File: config.mk
export PLATFORM = sky130hd
export DESIGN_NAME = mode_switch_ctrl
export DESIGN_NICKNAME = d
export VERILOG_FILES = /design/src/rtl/mode_switch_ctrl_pkg.sv /design/src/rtl/mode_switch_ctrl_frame_tick_counter.sv /design/src/rtl/mode_switch_ctrl.sv
export SDC_FILE = /design/constraint.sdc
export NUM_CORES = 1
export LEC_CHECK = 0
export BUFFER_PORTS_ARGS = -buffer_cell sky130_fd_sc_hd__buf_2
export CAP_MARGIN = 10
export CORE_AREA = 2 2 39 41
export CTS_BUF_LIST = sky130_fd_sc_hd__clkbuf_8
export CTS_CLUSTER_DIAMETER = 40
export DETAILED_ROUTE_END_ITERATION = 7
export DIE_AREA = 0 0 41 43
export PLACE_DENSITY = 0.56
export SYNTH_ARGS = -nofsm -noshare
export SYNTH_HDL_FRONTEND = slang
export SYNTH_SLANG_ARGS = --single-unit
File: constraint.sdc
create_clock -name clk -period 1.7 [get_ports clk]
set_clock_uncertainty 0.05 [all_clocks]
set_input_delay 0.085 -clock clk [delete_from_list [all_inputs] [get_ports clk]]
set_output_delay 0.085 -clock clk [all_outputs]
set_load 0.01 [all_outputs]
File: src/rtl/mode_switch_ctrl_pkg.sv
// Shared types and constants for the auto/manual source-select sequencer.
package mode_switch_pkg;

    typedef enum logic [1:0] {
        S_AUTO    = 2'd0,
        S_SW_MAN  = 2'd1,
        S_MANUAL  = 2'd2,
        S_SW_AUTO = 2'd3
    } mode_state_t;

    localparam int unsigned KEY_F1_BIT = 5;

    // Counter width able to hold 0..limit, never narrower than one bit.
    function automatic int unsigned cnt_width(input int unsigned limit);
        return (limit == 0) ? 1 : $clog2(limit + 1);
    endfunction

endpackage

File: src/rtl/mode_switch_ctrl_frame_tick_counter.sv
// Saturating frame-boundary counter; clear has priority over tick.
module frame_tick_counter
    import mode_switch_pkg::*;
#(
    parameter int unsigned LIMIT = 2,
    localparam int unsigned W    = cnt_width(LIMIT)
) (
    input  logic         clk,
    input  logic         reset,
    input  logic         clear,
    input  logic         tick,
    output logic [W-1:0] count,
    output logic         done
);

    localparam logic [W-1:0] LIMIT_W = W'(LIMIT);

    logic [W-1:0] count_reg;

    always_ff @(posedge clk) begin
        if (reset || clear) begin
            count_reg <= '0;
        end else if (tick && (count_reg != LIMIT_W)) begin
            count_reg <= count_reg + 1'b1;
        end
    end

    assign count = count_reg;
    assign done  = (count_reg == LIMIT_W);

endmodule

File: src/rtl/mode_switch_ctrl.sv
// Auto/manual select sequencer with frame holdoff and shot gating.
// Optional idle auto-revert from manual mode is enabled by AUTO_REVERT_EN.
module mode_switch_ctrl
    import mode_switch_pkg::*;
#(
    parameter int unsigned KEY_BIT        = KEY_F1_BIT,
    parameter int unsigned HOLDOFF_FRAMES = 2,
    parameter int unsigned IDLE_FRAMES    = 600
) (
    input  logic       clk,
    input  logic       reset,
    input  logic [7:0] keyboard_data,
    input  logic       frame_start,
    input  logic       shoot_auto,
    input  logic       shoot_manual,
    input  logic       manual_activity,
    output logic       sel_manual,
    output logic       blank,
    output logic       mode_changed,
    output logic       auto_revert,
    output logic [1:0] state_dbg
);

    localparam int unsigned HOLD_W = cnt_width(HOLDOFF_FRAMES);

    mode_state_t state_reg;
    logic key_prev_reg;
    logic sel_manual_reg, blank_reg, mode_changed_reg;

    logic req, in_switch, src_busy, commit, cancel, timeout;
    logic hold_done;
    logic [HOLD_W-1:0] hold_cnt;
    logic unused_ok;

    assign req       = keyboard_data[KEY_BIT] & ~key_prev_reg;
    assign in_switch = (state_reg == S_SW_MAN) || (state_reg == S_SW_AUTO);
    // The outgoing source is the one whose shot must finish before handover.
    assign src_busy  = (state_reg == S_SW_MAN) ? shoot_auto : shoot_manual;
    assign commit    = in_switch && hold_done && !src_busy;
    assign cancel    = in_switch && req && !commit;

    frame_tick_counter #(.LIMIT(HOLDOFF_FRAMES)) u_hold (
        .clk   (clk),
        .reset (reset),
        .clear (!in_switch || commit || cancel),
        .tick  (frame_start && in_switch),
        .count (hold_cnt),
        .done  (hold_done)
    );

`ifdef AUTO_REVERT_EN
    localparam int unsigned IDLE_W = cnt_width(IDLE_FRAMES);

    logic in_manual, idle_done, auto_revert_reg;
    logic [IDLE_W-1:0] idle_cnt;

    assign in_manual = (state_reg == S_MANUAL);
    assign timeout   = in_manual && idle_done;

    frame_tick_counter #(.LIMIT(IDLE_FRAMES)) u_idle (
        .clk   (clk),
        .reset (reset),
        .clear (!in_manual || manual_activity || timeout || req),
        .tick  (frame_start && in_manual),
        .count (idle_cnt),
        .done  (idle_done)
    );

    assign auto_revert = auto_revert_reg;
    assign unused_ok   = ^{keyboard_data, hold_cnt, idle_cnt};
`else
    assign timeout     = 1'b0;
    assign auto_revert = 1'b0;
    assign unused_ok   = ^{keyboard_data, hold_cnt, manual_activity};
`endif

    always_ff @(posedge clk) begin
        if (reset) begin
            state_reg        <= S_AUTO;
            key_prev_reg     <= 1'b0;
            sel_manual_reg   <= 1'b0;
            blank_reg        <= 1'b0;
            mode_changed_reg <= 1'b0;
`ifdef AUTO_REVERT_EN
            auto_revert_reg  <= 1'b0;
`endif
        end else begin
            key_prev_reg     <= keyboard_data[KEY_BIT];
            mode_changed_reg <= 1'b0;
`ifdef AUTO_REVERT_EN
            auto_revert_reg  <= 1'b0;
`endif
            unique case (state_reg)
                S_AUTO: begin
                    if (req) begin
                        state_reg <= S_SW_MAN;
                        blank_reg <= 1'b1;
                    end
                end
                S_SW_MAN: begin
                    if (commit) begin
                        state_reg        <= S_MANUAL;
                        sel_manual_reg   <= 1'b1;
                        blank_reg        <= 1'b0;
                        mode_changed_reg <= 1'b1;
                    end else if (cancel) begin
                        state_reg <= S_AUTO;
                        blank_reg <= 1'b0;
                    end
                end
                S_MANUAL: begin
                    // A key press coinciding with a timeout yields one transition.
                    if (timeout || req) begin
                        state_reg <= S_SW_AUTO;
                        blank_reg <= 1'b1;
`ifdef AUTO_REVERT_EN
                        auto_revert_reg <= timeout;
`endif
                    end
                end
                S_SW_AUTO: begin
                    if (commit) begin
                        state_reg        <= S_AUTO;
                        sel_manual_reg   <= 1'b0;
                        blank_reg        <= 1'b0;
                        mode_changed_reg <= 1'b1;
                    end else if (cancel) begin
                        state_reg <= S_MANUAL;
                        blank_reg <= 1'b0;
                    end
                end
                default: state_reg <= S_AUTO;
            endcase
        end
    end

    assign sel_manual   = sel_manual_reg;
    assign blank        = blank_reg;
    assign mode_changed = mode_changed_reg;
    assign state_dbg    = state_reg;

endmodule

; Word level (Yosys, flattened, before mapping)
; Cells that the tools add are included.
; Widths: inputs -> output; s select.
[totals]
out_inout_bits = 6
word_cells = 60
regBits = 8
[op_classes]
mux = 16
add_sub_neg = 1
reduce_logical = 21
bitwise_logic = 3
n_eq_ne = 13
[op_table]
columns = operator, n
row1 = $mux 2, 6
row2 = $ne 2x2->1 const B, 5
row3 = $pmux 2 s4, 1
row4 = $mux 1, 7
row5 = $eq 2x2->1 const B, 3
row6 = $logic_and 1x1->1, 6
row7 = $ne 3x3->1 const B, 2
row8 = $reduce_or 2->1, 3
row9 = $logic_or 1x1->1, 4
row10 = $pmux 1 s2, 2
row11 = $reduce_and 4->1, 1
row12 = $logic_not 1->1, 3
row13 = $ne 3x1->1 const B, 1
row14 = $reduce_and 3->1, 1
row15 = $add 2x1->2 const B, 1
row16 = $eq 2x1->1 const B, 1
row17 = $logic_not 2->1, 1
row18 = $ne 2x1->1 const B, 1
row19 = $not 1->1, 2
row20 = $reduce_and 2->1, 1
row21 = $reduce_bool 2->1, 1
row22 = $and 1x1->1, 1

; Logic depth before layout (Yosys ltp)
; Gate-level depths: netlist of the first run.
[logic_depth]
depth_word = 9
depth_mapped = 5
depth_no_buf = 5

; Hierarchy
; A second synthesis of the first run with hierarchy kept.
[unflattened]
hier_cells = 37
hier_area_um2 = 359.1
[modules_own_cells]
columns = mod, n_inst, seq_area_each_um2, cells_per_inst, area_per_inst_um2
row1 = mode_switch_ctrl, 1, 120.1, 28, 254.0
row2 = frame_tick_counter, 1, 40.0, 9, 105.1

; Worst setup path after synthesis of the first run
; No wires, ideal clock.
[synth_path]
path_kind = reg2reg
from = register state_reg[1] (netlist: state_dbg[1])
to = register state_reg[0] (netlist: state_dbg[0])
synth_period_minus_slack_ps = 1232
t_arrival_ps = 1053
setup_ps = 129
t_required_ps = 1521
path_slack_ps = 468
stages_incl_launch_ff = 4
cell_sequence = dfxtp_1 > mux2_2 > o2111ai_2 > o31ai_1
[synth_between]
elab_chain_len = 8
[synth_lines]
columns = item, line
row1 = start: declaration, mode_switch_ctrl.sv:26  ; mode_state_t state_reg;
row2 = start signal: assignment, mode_switch_ctrl.sv:79  ; state_reg <= S_AUTO;
row3 = start signal: assignment, mode_switch_ctrl.sv:96  ; state_reg <= S_SW_MAN;
row4 = start signal: assignment, mode_switch_ctrl.sv:102  ; state_reg <= S_MANUAL;
row5 = $eq 2x1->1 or $eq 2x2->1 (tied branches), "mode_switch_ctrl.sv:36, mode_switch_ctrl.sv:38, mode_switch_ctrl.sv:93"
row6 = $mux 1 or $logic_or 1x1->1 (tied branches), "mode_switch_ctrl.sv:38, mode_switch_ctrl.sv:36"
row7 = $logic_not 1->1 or $logic_and 1x1->1 (tied branches), mode_switch_ctrl.sv:39  ; assign commit = in_switch && hold_done && !src_busy;
row8 = $logic_and 1x1->1, mode_switch_ctrl.sv:39
row9 = $logic_not 1->1, mode_switch_ctrl.sv:40  ; assign cancel = in_switch && req && !commit;
row10 = $logic_and 1x1->1, mode_switch_ctrl.sv:40
row11 = $ne 3x3->1 (no line), --
row12 = $reduce_and 4->1 (no line), --
; Several ways; a longest one is shown, not always the timed one.
; A chain may end at the register's enable or synchronous reset.

; Worst setup path in the final report of the first run
[layout_path]
from = register u_hold.count_reg[0] (netlist: u_hold.count[0])
to = register state_reg[1] (netlist: state_dbg[1])
[layout_between]
elab_chain_len = 7
[layout_lines]
columns = item, line
row1 = start: declaration, mode_switch_ctrl_frame_tick_counter.sv:18  ; logic [W-1:0] count_reg;
row2 = start signal: assignment, mode_switch_ctrl_frame_tick_counter.sv:24  ; count_reg <= count_reg + 1'b1;
row3 = $eq 2x2->1 *, mode_switch_ctrl_frame_tick_counter.sv:29  ; assign done = (count_reg == LIMIT_W);
row4 = $logic_and 1x1->1 * (2 in series), mode_switch_ctrl.sv:39
row5 = $logic_not 1->1, mode_switch_ctrl.sv:40
row6 = $logic_and 1x1->1, mode_switch_ctrl.sv:40
row7 = $ne 3x3->1 (no line), --
row8 = $reduce_and 4->1 (no line), --
; Mark *: on every way between the ends. The rest lies on a longest branch, timed or not.

==> results of run 1 <==
## synthesized netlist by cell type
master / n / share of area
nand2_2: 1 / 0.019
o21ai_0: 2 / 0.030
or3_1: 1 / 0.019
buf_4: 1 / 0.023
nor2_1: 3 / 0.034
o2111ai_2: 1 / 0.045
dfxtp_1: 8 / 0.48
o31ai_1: 2 / 0.045
nor3_1: 1 / 0.015
a21oi_1: 3 / 0.045
a211oi_1: 1 / 0.023
inv_1: 3 / 0.034
nor3b_1: 1 / 0.023
nand2b_1: 1 / 0.019
xnor2_1: 1 / 0.026
conb_1: 1 / 0.011
nor2b_1: 2 / 0.038
mux2_2: 1 / 0.034
ha_1: 1 / 0.038
## worst max-delay path: cells and delay by family, from the launching register on
family	cells	cell delay (ps)
AO/OA/AOI/OAI	1	140
adder cells (fa/ha/maj)	1	170
buffers and inverters	1	60
flip-flops	1	310
AND/OR/NAND/NOR	2	440
## per-stage QoR
step,instance area (µm²),hold slack [ps],instances
4_1_cts,437,45.9,63
3_5_place_dp,395,283,60
3_3_place_gp,395,286,60
6_report,437,46.1,63
2_1_floorplan,333,104,35
5_1_grt,437,56.0,63
## metal layers
metal  vias to the layer above  share of wire  wire, µm
met4                         0          0.021        12
li1                        144              -         -
met1                       129           0.42       247
met3                         2           0.12        69
met5                         -              0         0
met2                        11           0.44       254
## power by group through the flow
stage	logic (W)	clock network, W	registers [W]
CTS	0.0000353	0.000240	0.000200
global route	0.0000394	0.000249	0.000201
detailed placement	0.0000348	0	0.000203
floorplan	0.0000198	0	0.000205
finish	0.0000347	0.000233	0.000200
global placement	0.0000345	0	0.000203
## cell usage in the layout, fill, tap and decap left out, drive strengths merged
master / netlist / layout
nor2b: 2 / 2
conb: 1 / 1
or3: 1 / 1
o21ai: 2 / 2
mux2: 1 / 1
buf: 1 / 10
o2111ai: 1 / 1
a211oi: 1 / 1
xnor2: 1 / 1
inv: 3 / 3
ha: 1 / 1
nor3b: 1 / 1
clkbuf: 0 / 3
nor3: 1 / 1
a21oi: 3 / 3
nand2: 1 / 1
o31ai: 2 / 2
nand2b: 1 / 1
nor2: 3 / 3
dfxtp: 8 / 8
## final timing paths
path | to | slack, ps
worst max-delay path | state_dbg[1] | 450
worst min-delay path | state_dbg[1] | 50
worst max register to register | state_dbg[1] | 450
worst min register to register | sel_manual | 420
## final cells by class
cell class / instances / area (µm²) / area share
clock buffer: 3 / 41.3 / 0.0946
tap: 16 / 20.0 / 0.0458
timing repair buffer: 10 / 50.0 / 0.115
sequential: 8 / 160 / 0.367
multi-input combinational: 23 / 154 / 0.352
inverter: 3 / 11.3 / 0.0258
## cell families after synthesis
logic type | Yosys count
adders and majority gates | 1
other | 1
buffers and inverters | 4
AOI/OAI and AO/OA | 9
DFF | 8
xor gates and xnor gates | 1
muxes | 1
and+or+nand+nor | 10
==> summary.md, run 1 <==
| Metric | Value |
|---|---|
| Worst Path Arrival | `1360 ps` |
| Vias | `286` |
| Max Fclk | `0.801 GHz` |
| Hold WC Path Type | `input port to flop` |
| Switching Fraction | `0.219` |
| Synth Register Bits | `8` |
| Hold path depth | `2` |
| Worst Path Max Fanout | `6` |
| Met3 usage | `0.0942` |
| Post-CTS Setup Bufs | `0` |
| Final worst path period share | `0.734` |
| Vias per cell | `4.54` |
| Status | `completed` |
| CTS Buf Count | `3` |
| Vias in the first global route | `231` |
| Clk slew on worst S/H paths | `40 ps` |
| Endpoints failing setup | `0` |
| Reg power frac | `0.428` |
| Pre-antenna DRT Iters | `4` |
| DPL Wire Length | `440 µm` |
| Startpoint Class | `flop` |
| Die area | `0.00176 mm²` |
| CTS tree | `done` |
| Fin. Hold Viols | `0` |
| Initial DRC count | `6` |
| GR Util met2 | `0.109` |
| Number of clock sinks | `8` |
| Total Nets Final | `64` |
| Final Critical Period | `1250 ps` |
| Combinational Power Share | `0.074` |
| GRT busiest layer | `met2` |
| Overflow after GRT | `0` |
| PwrDens | `1070 mW/mm²` |
| Die width | `41 µm` |
| Post-Syn Area | `333 µm²` |
| Area delta synth->final | `31.2%` |
| Maximum clock insertion buffer count | `2` |
| Met1 Use GR | `0.0836` |
| Complex-gate fraction of the synthesized area | `0.188` |
| Initial antenna violation count | `0` |
| Core Footprint | `0.00138 mm²` |
| Post-Synthesis Cells | `35` |
| Crit-path cells | `inv_1 -> ha_1 -> nand2_2 -> or3_1 -> a21oi_1` |
| Hold path start | `reset` |
| Initial core utilization | `0.241` |
| Rows | `14` |
| Crit path from | `u_hold.count[0]` |
| Seq/Total Area, Yosys | `0.481` |
| Worst path slowest cell | `or3_1` |
| Largest net degree at the start of global routing | `7` |
| Max-capacitance violation count | `0` |
| Setup Crit Path Kind | `flop to flop` |
| CTS root buf | `clkbuf_8` |
| Simple logic cell fraction of the synthesized area | `0.165` |
| Synth unique cells | `19` |
| Worst-Skew Late Latency | `230 ps` |
| Post-Synth XOR/XNOR Area | `0.0263` |
| Per-cell routed wire length | `9.25 µm` |
| Final worst setup slack | `452 ps` |
| Die span in y | `43 µm` |
| Clock share of power | `0.498` |
| WL final | `583 µm` |
| N_diodes | `0` |
| CP endpoint kind | `flop` |
| Post-CTS Resized | `0` |
| GP Congestion | `0.628` |
| Io pins | `20` |
| # fillers | `152` |
| Unrepaired setup endpoints after global routing | `no` |
| All-Layer GR Usage | `0.0884` |
| Htree depth | `1` |
| R2r worst-path depth | `5` |
| Synth Area in Adders | `0.0376` |
| Drt drc | `0` |
| First-pass GRT wire length | `924 µm` |
| Final core occ | `0.316` |
| Slew Limit Fails | `0` |
| Leak | `0.182 nW` |
| Layout cells sized above 1 | `0.340` |
| Mapped Nets | `50` |
| P_sw | `0.000103 W` |
| Worst r2r src | `u_hold.count[0]` |
| Total Neg Setup Slack | `0 ps` |
| Syn avg cell area | `9.51 µm²` |
| Setup WS pre-CTS | `454 ps` |
| Port bufs | `10` |
| Critical path required time | `1810 ps` |
| VDD IR-drop max | `0.667 mV` |
| Hold-fix buffers at CTS | `0` |
| Antenna Nets Post-Route | `0` |
| Largest family of logic cells by synthesized area | `compound AO/OA/AOI/OAI gates` |
| Worst path max stage delay | `340 ps` |
| Multiplexer share of the synthesized area | `0.0338` |
| Power, Total | `0.000468 W` |
| Pint | `0.000365 W` |
| Synth warn | `0` |
Power figures use the tool's default switching activity.
==> run 2, diff against run 1 <==
- ABC_AREA: unset -> 1
- PLACE_DENSITY: 0.56 -> 0.58
- clock period: 1.7 -> 1.17 ns (I/O delays scaled with it)
==> run 2 against run 1 <==
Net effect:
- cell count grew 21%
- setup slack got worse by 360 ps
- total power rose by 41%
- sequential power is 45% higher
- maximum frequency increased by 16%
- core utilization grew 2.8 points
- design area grew 8.9%
- register-to-register slack got worse by 360 ps
- global-route usage decreased by 1.8 points
- sequential share of layout area fell by 2.7 points
- critical path depth is 2 higher
- worst hold slack got worse by 41 ps
- largest power group unchanged
==> summary.md, run 2 <==
| Metric | Value |
|---|---|
| Core Footprint | `0.00138 mm² (unchanged)` |
| PwrDens | `1380 mW/mm² (was 1070 mW/mm²)` |
| First-pass GRT wire length | `786 µm (was 924 µm)` |
| Post-Synthesis Cells | `48 (was 35)` |
| DPL Wire Length | `449 µm (was 440 µm)` |
| Critical path required time | `1230 ps (was 1810 ps)` |
| CTS Buf Count | `3 (unchanged)` |
| Vias | `313 (was 286)` |
| Total Neg Setup Slack | `0 ps (unchanged)` |
| Status | `completed (unchanged)` |
| Worst-Skew Late Latency | `220 ps (was 230 ps)` |
| Die width | `41 µm (unchanged)` |
| Post-route cell area | `475 µm² (was 437 µm²)` |
| Io pins | `20 (unchanged)` |
| Total Nets Final | `77 (was 64)` |
| Synth top cells by count | `inv_1, nand2_1, dfxtp_1, nor2_1 (was dfxtp_1, a21oi_1, inv_1, nor2_1)` |
| Hold Slack | `5.54 ps (was 46.1 ps)` |
| Port bufs | `10 (unchanged)` |
| GP Congestion | `0.651 (was 0.628)` |
| Async S/R FF share, synth | `0 (unchanged)` |
| Drt drc | `0 (unchanged)` |
| Unrepaired setup endpoints after global routing | `no (unchanged)` |
| WL final | `581 µm (was 583 µm)` |
| Max-capacitance violation count | `0 (unchanged)` |
| Final worst path period share | `0.917 (was 0.734)` |
| Synth warn | `0 (unchanged)` |
| Post-synth top area cell | `dfxtp_1 (unchanged)` |
| Hold WC Path Type | `input port to flop (unchanged)` |
| Maximum clock insertion buffer count | `2 (unchanged)` |
| Layout cells sized above 1 | `0.350 (was 0.340)` |
| Worst Path Arrival | `1130 ps (was 1360 ps)` |
| Yosys top cell area share | `0.451 (was 0.481)` |
| Largest net degree at the start of global routing | `7 (unchanged)` |
| Synth Register Bits | `8 (unchanged)` |
| Pre-antenna DRT Iters | `2 (was 4)` |
| Mapped Nets | `63 (was 50)` |
| Initial antenna violation count | `0 (unchanged)` |
| Initial core utilization | `0.257 (was 0.241)` |
| Area delta synth->final | `33.8% (was 31.2%)` |
| Synth top area cells | `dfxtp_1, inv_1, nand2_1 (was dfxtp_1, a21oi_1, o2111ai_2)` |
| Syn avg cell area | `7.40 µm² (was 9.51 µm²)` |
| P_sw | `0.000134 W (was 0.000103 W)` |
| Initial DRC count | `2 (was 6)` |
| Vias in the first global route | `223 (was 231)` |
| Post-CTS Resized | `0 (unchanged)` |
| Seq/Total Area, Yosys | `0.451 (was 0.481)` |
| Die span in y | `43 µm (unchanged)` |
| Post-synth EDFFs | `0 (unchanged)` |
| # fillers | `153 (was 152)` |
| Rows | `14 (unchanged)` |
| Commonest cells after routing, fill and taps aside | `nand2_1, buf_2, inv_1 (was buf_2, dfxtp_1)` |
| Overflow after GRT | `0 (unchanged)` |
| Antenna Nets Post-Route | `0 (unchanged)` |
| Per-cell routed wire length | `7.64 µm (was 9.25 µm)` |
| CTS root buf | `clkbuf_8 (unchanged)` |
| Pint | `0.000524 W (was 0.000365 W)` |
| Final Critical Period | `1070 ps (was 1250 ps)` |
| Synth unique cells | `14 (was 19)` |
| N_diodes | `0 (unchanged)` |
| Fin. Hold Viols | `0 (unchanged)` |
| Reg power frac | `0.440 (was 0.428)` |
| Power, Total | `0.000658 W (was 0.000468 W)` |
| Leak | `0.226 nW (was 0.182 nW)` |
| Hold-fix buffers at CTS | `0 (unchanged)` |
| Endpoints failing setup | `0 (unchanged)` |
| Post-CTS Setup Bufs | `0 (unchanged)` |
| Switching Fraction | `0.203 (was 0.219)` |
| All-Layer GR Usage | `0.0706 (was 0.0884)` |
| Die area | `0.00176 mm² (unchanged)` |
| Max Fclk | `0.932 GHz (was 0.801 GHz)` |
| Htree depth | `1 (unchanged)` |
| Setup Crit Path Kind | `flop to flop (unchanged)` |
| VDD IR-drop max | `0.556 mV (was 0.667 mV)` |
| Combinational Power Share | `0.074 (about the same)` |
| Final core occ | `0.344 (was 0.316)` |
| CTS tree | `done (unchanged)` |
| Clk slew on worst S/H paths | `40 ps (about the same)` |
| Startpoint Class | `flop (unchanged)` |
| Post-Syn Area | `355 µm² (was 333 µm²)` |
| CP endpoint kind | `flop (unchanged)` |
| Slew Limit Fails | `0 (unchanged)` |
| Vias per cell | `4.12 (was 4.54)` |
| Number of clock sinks | `8 (unchanged)` |
| Worst Path Max Fanout | `5 (was 6)` |
| Top FF cell, synth | `dfxtp_1 (unchanged)` |
| Placed Area | `418 µm² (was 395 µm²)` |
| Clock share of power | `0.486 (was 0.498)` |
run 2: changes by cell type in the layout (fill, tap and decap cells not counted), sizes merged, moves of 2 or more:
| cell | change |
|---|---|
| nor2 | +3 |
| nand3 | +4 |
| o31ai | -2 |
| nor2b | -2 |
| nand2 | +9 |
| inv | +7 |
run 2: layer usage:
metal	GRT usage	part of all wire
met2	0.0844	0.41
met4	0.0600	0
met5	0	0
met1	0.0915	0.51
met3	0.0314	0.069
run 2: layout make-up:
type,count,area (µm²),share of cell area
inverter,10,37.5,0.0789
clock buffer,3,41.3,0.0868
sequential,8,161,0.339
multi-input combinational,29,165,0.347
timing repair buffer,10,50.0,0.105
tap,16,20.0,0.0421
run 2: cells by family (layout without fill, tap and decap cells):
family,after synthesis,in the layout,synth area share
DFF,8,8,0.451
and+or+nand+nor,21,21,0.271
buffers and inverters,11,23,0.127
other,1,1,0.0106
AOI/OAI and AO/OA,5,5,0.0810
adders and majority gates,1,1,0.0352
xor gates and xnor gates,1,1,0.0247
run 2: through the flow:
| stage | worst slack (ps) | instances |
|---|---|---|
| 3_3_place_gp | 65.3 | 73 |
| 5_1_grt | 5.49 | 76 |
| 2_1_floorplan | 123 | 48 |
| 4_1_cts | 37.0 | 76 |
| 3_5_place_dp | 55.0 | 73 |
| 6_report | 96.7 | 76 |
run 2: worst paths after layout:
| path | start | to | slack (ps) | cells past startpoint |
|---|---|---|---|---|
| setup / recovery | u_hold.count[0] | blank | 100 | 7 |
| hold / removal | reset | state_dbg[1] | 6 | 2 |
| setup reg to reg | u_hold.count[0] | blank | 100 | 7 |
| hold reg to reg | sel_manual | sel_manual | 400 | 2 |
run 2: power groups by stage:
stage               sequential (W)  clock (W)  combinational (W)
floorplan                 0.000296          0          0.0000257
global placement          0.000294          0          0.0000462
detailed placement        0.000294          0          0.0000471
CTS                       0.000289   0.000333          0.0000475
global route              0.000291   0.000350          0.0000560
finish                    0.000290   0.000320          0.0000488
run 2: worst max-delay path, cell delays in order, from the launching register on:
cell,delay [ps]
dfxtp_2,310
inv_1,50
ha_2,180
nand2_1,60
inv_2,80
nand3_4,80
o21ai_1,90
nor2_1,60
==> run 3, diff against run 2 <==
- BUFFER_PORTS_ARGS: -buffer_cell sky130_fd_sc_hd__buf_2 -> unset
- DONT_BUFFER_PORTS: unset -> 1
- PLACE_DENSITY: 0.58 -> 0.45
==> run 3 against run 2 <==
Net effect:
- largest power group unchanged
- register-to-register slack got worse by 20 ps
- total power decreased by 0.91%
- combinational power decreased by 16%
- critical path type unchanged
- global-route usage increased by 1.1 points
- routed wire length increased by 6.2%
- clock power about the same
- die area unchanged
- critical path depth unchanged
- critical endpoint unchanged
- design area decreased by 3.7%
- clock-buffer cell count unchanged
- non-clock buffer count decreased by 6
==> summary.md, run 3 (same netlist as run 2, synthesis figures left out) <==
| Metric | Value |
|---|---|
| First-pass GRT wire length | `938 µm (was 786 µm)` |
| Final worst setup slack | `79.0 ps (was 96.7 ps)` |
| Final Critical Period | `1090 ps (was 1070 ps)` |
| Startpoint Class | `flop (unchanged)` |
| Initial core utilization | `0.257 (unchanged)` |
| Final worst path period share | `0.932 (was 0.917)` |
| DPL Wire Length | `473 µm (was 449 µm)` |
| Area delta synth->final | `28.9% (was 33.8%)` |
| Htree depth | `1 (unchanged)` |
| GP Congestion | `0.584 (was 0.651)` |
| R2R Setup Slk | `80 ps (was 100 ps)` |
| Hold path depth | `4 (was 2)` |
| Hold Path Sink | `u_hold.count[1] (was state_dbg[1])` |
| PwrDens | `1420 mW/mm² (was 1380 mW/mm²)` |
| Post-CTS Setup Bufs | `0 (unchanged)` |
| WL final | `617 µm (was 581 µm)` |
| Worst-Skew Late Latency | `220 ps (about the same)` |
| VDD IR-drop max | `0.540 mV (was 0.556 mV)` |
| Overflow after GRT | `0 (unchanged)` |
| Worst path max stage delay | `310 ps (about the same)` |
| Port bufs | `0 (was 10)` |
| Status | `completed (unchanged)` |
| Leading cell type in the layout, fill and taps excluded | `nand2_1` |
| CTS root buf | `clkbuf_8 (unchanged)` |
| Setup Crit Path Kind | `flop to flop (unchanged)` |
| Layout cells sized above 1 | `0.222 (was 0.350)` |
| Vias | `295 (was 313)` |
| Die area | `0.00176 mm² (unchanged)` |
| Worst path slowest cell | `dfxtp_2 (unchanged)` |
| Fin. Hold Viols | `0 (unchanged)` |
| Power, Total | `0.000652 W (was 0.000658 W)` |
| Total Nets Final | `71 (was 77)` |
| R2r worst-path depth | `7 (unchanged)` |
| Antenna Nets Post-Route | `0 (unchanged)` |
| Hold path start | `frame_start (was reset)` |
| CTS tree | `done (unchanged)` |
| N_diodes | `0 (unchanged)` |
| Die width | `41 µm (unchanged)` |
| Die span in y | `43 µm (unchanged)` |
| Leak | `0.200 nW (was 0.226 nW)` |
| Commonest cells after routing, fill and taps aside | `nand2_1, inv_1, dfxtp_1 (was nand2_1, buf_2, inv_1)` |
| Endpoints failing setup | `0 (unchanged)` |
| Hold Slack | `20.4 ps (was 5.54 ps)` |
| Initial DRC count | `0 (was 2)` |
| FF-to-FF End | `blank (unchanged)` |
| Number of clock sinks | `8 (unchanged)` |
| Rows | `14 (unchanged)` |
| Slew Limit Fails | `0 (unchanged)` |
| Setup WS pre-CTS | `51.5 ps (was 55.0 ps)` |
| Worst Path Arrival | `1150 ps (was 1130 ps)` |
| Final core occ | `0.331 (was 0.344)` |
| Clk slew on worst S/H paths | `40 ps (about the same)` |
| Worst r2r src | `u_hold.count[0] (unchanged)` |
| Worst Path Max Fanout | `5 (unchanged)` |
| Vias per cell | `4.21 (was 4.12)` |
| # fillers | `154 (was 153)` |
| CTS Buf Count | `3 (unchanged)` |
| Pre-antenna DRT Iters | `1 (was 2)` |
| Initial antenna violation count | `0 (unchanged)` |
| Total Neg Setup Slack | `0 ps (unchanged)` |
| Drt drc | `0 (unchanged)` |
| Hold WC Path Type | `input port to flop (unchanged)` |
| Core Footprint | `0.00138 mm² (unchanged)` |
| Critical path required time | `1230 ps (about the same)` |
| Io pins | `20 (unchanged)` |
| Maximum clock insertion buffer count | `2 (unchanged)` |
| Per-cell routed wire length | `8.81 µm (was 7.64 µm)` |
| CP endpoint kind | `flop (unchanged)` |
| Vias in the first global route | `258 (was 223)` |
| Max Fclk | `0.917 GHz (was 0.932 GHz)` |
| Largest net degree at the start of global routing | `7 (unchanged)` |
| Max-capacitance violation count | `0 (unchanged)` |
| Crit-path cells | `inv_1 -> ha_1 -> nand2_1 -> inv_2 -> nand3_4 -> o21ai_0 -> nor2_1 (was inv_1 -> ha_2 -> nand2_1 -> inv_2 -> nand3_4 -> o21ai_1 -> nor2_1)` |
| All-Layer GR Usage | `0.0820 (was 0.0706)` |
==> run 3: power by group <==
part | internal, W | switching (W)
Combinational | 0.0000179 | 0.0000233
Sequential | 0.000283 | 0.00000973
Clock | 0.000222 | 0.0000969
Total | 0.000522 | 0.000130
==> run 3: stage by stage <==
stage               cell area (µm²)  instances
finish                          458         70
detailed placement              383         65
CTS                             444         70
global route                    458         70
global placement                383         65
floorplan                       355         48
==> run 3: per-layer routing <==
metal	up-vias	track usage	wire length [µm]	share of wire
met4	0	0.0600	0	0
met1	130	0.102	281	0.46
met5	-	0	0	0
met2	6	0.106	297	0.48
met3	0	0.0366	38	0.062
li1	159	-	-	-
==> run 3: worst max-delay path by stage <==
stage | start | end | slack (ps) | cells past startpoint
2_1_floorplan | u_hold.count[0] | u_hold.count[1] | 120 | 8
3_3_place_gp | u_hold.count[0] | blank | 40 | 7
3_5_place_dp | u_hold.count[0] | u_hold.count[0] | 50 | 6
4_1_cts | u_hold.count[0] | u_hold.count[0] | 40 | 6
5_1_grt | u_hold.count[0] | u_hold.count[1] | -4 | 7
6_report | u_hold.count[0] | blank | 80 | 7
==> run 3: critical path: cells and delay by family (launching register included) <==
kind	cells	cell delay (ps)
AOI/OAI and AO/OA	1	90
adders and majority gates	1	170
buffers and inverters	2	140
and+or+nand+nor	3	220
DFF	1	310
==> run 3: area by class of cell <==
type | count | area, µm² | area share
multi-input cells | 29 | 163 | 0.355
flip-flops and latches | 8 | 161 | 0.352
clock buffers | 3 | 41.3 | 0.0902
inverters | 10 | 37.5 | 0.0820
repair buffers | 4 | 35.0 | 0.0765
well taps | 16 | 20.0 | 0.0437
==> run 3: timing repair <==
item                       in CTS  in global routing
resized for setup               0                  5
setup endpoints to repair       0                  6
hold buffers                    2                  0
hold endpoints to repair        8                  0
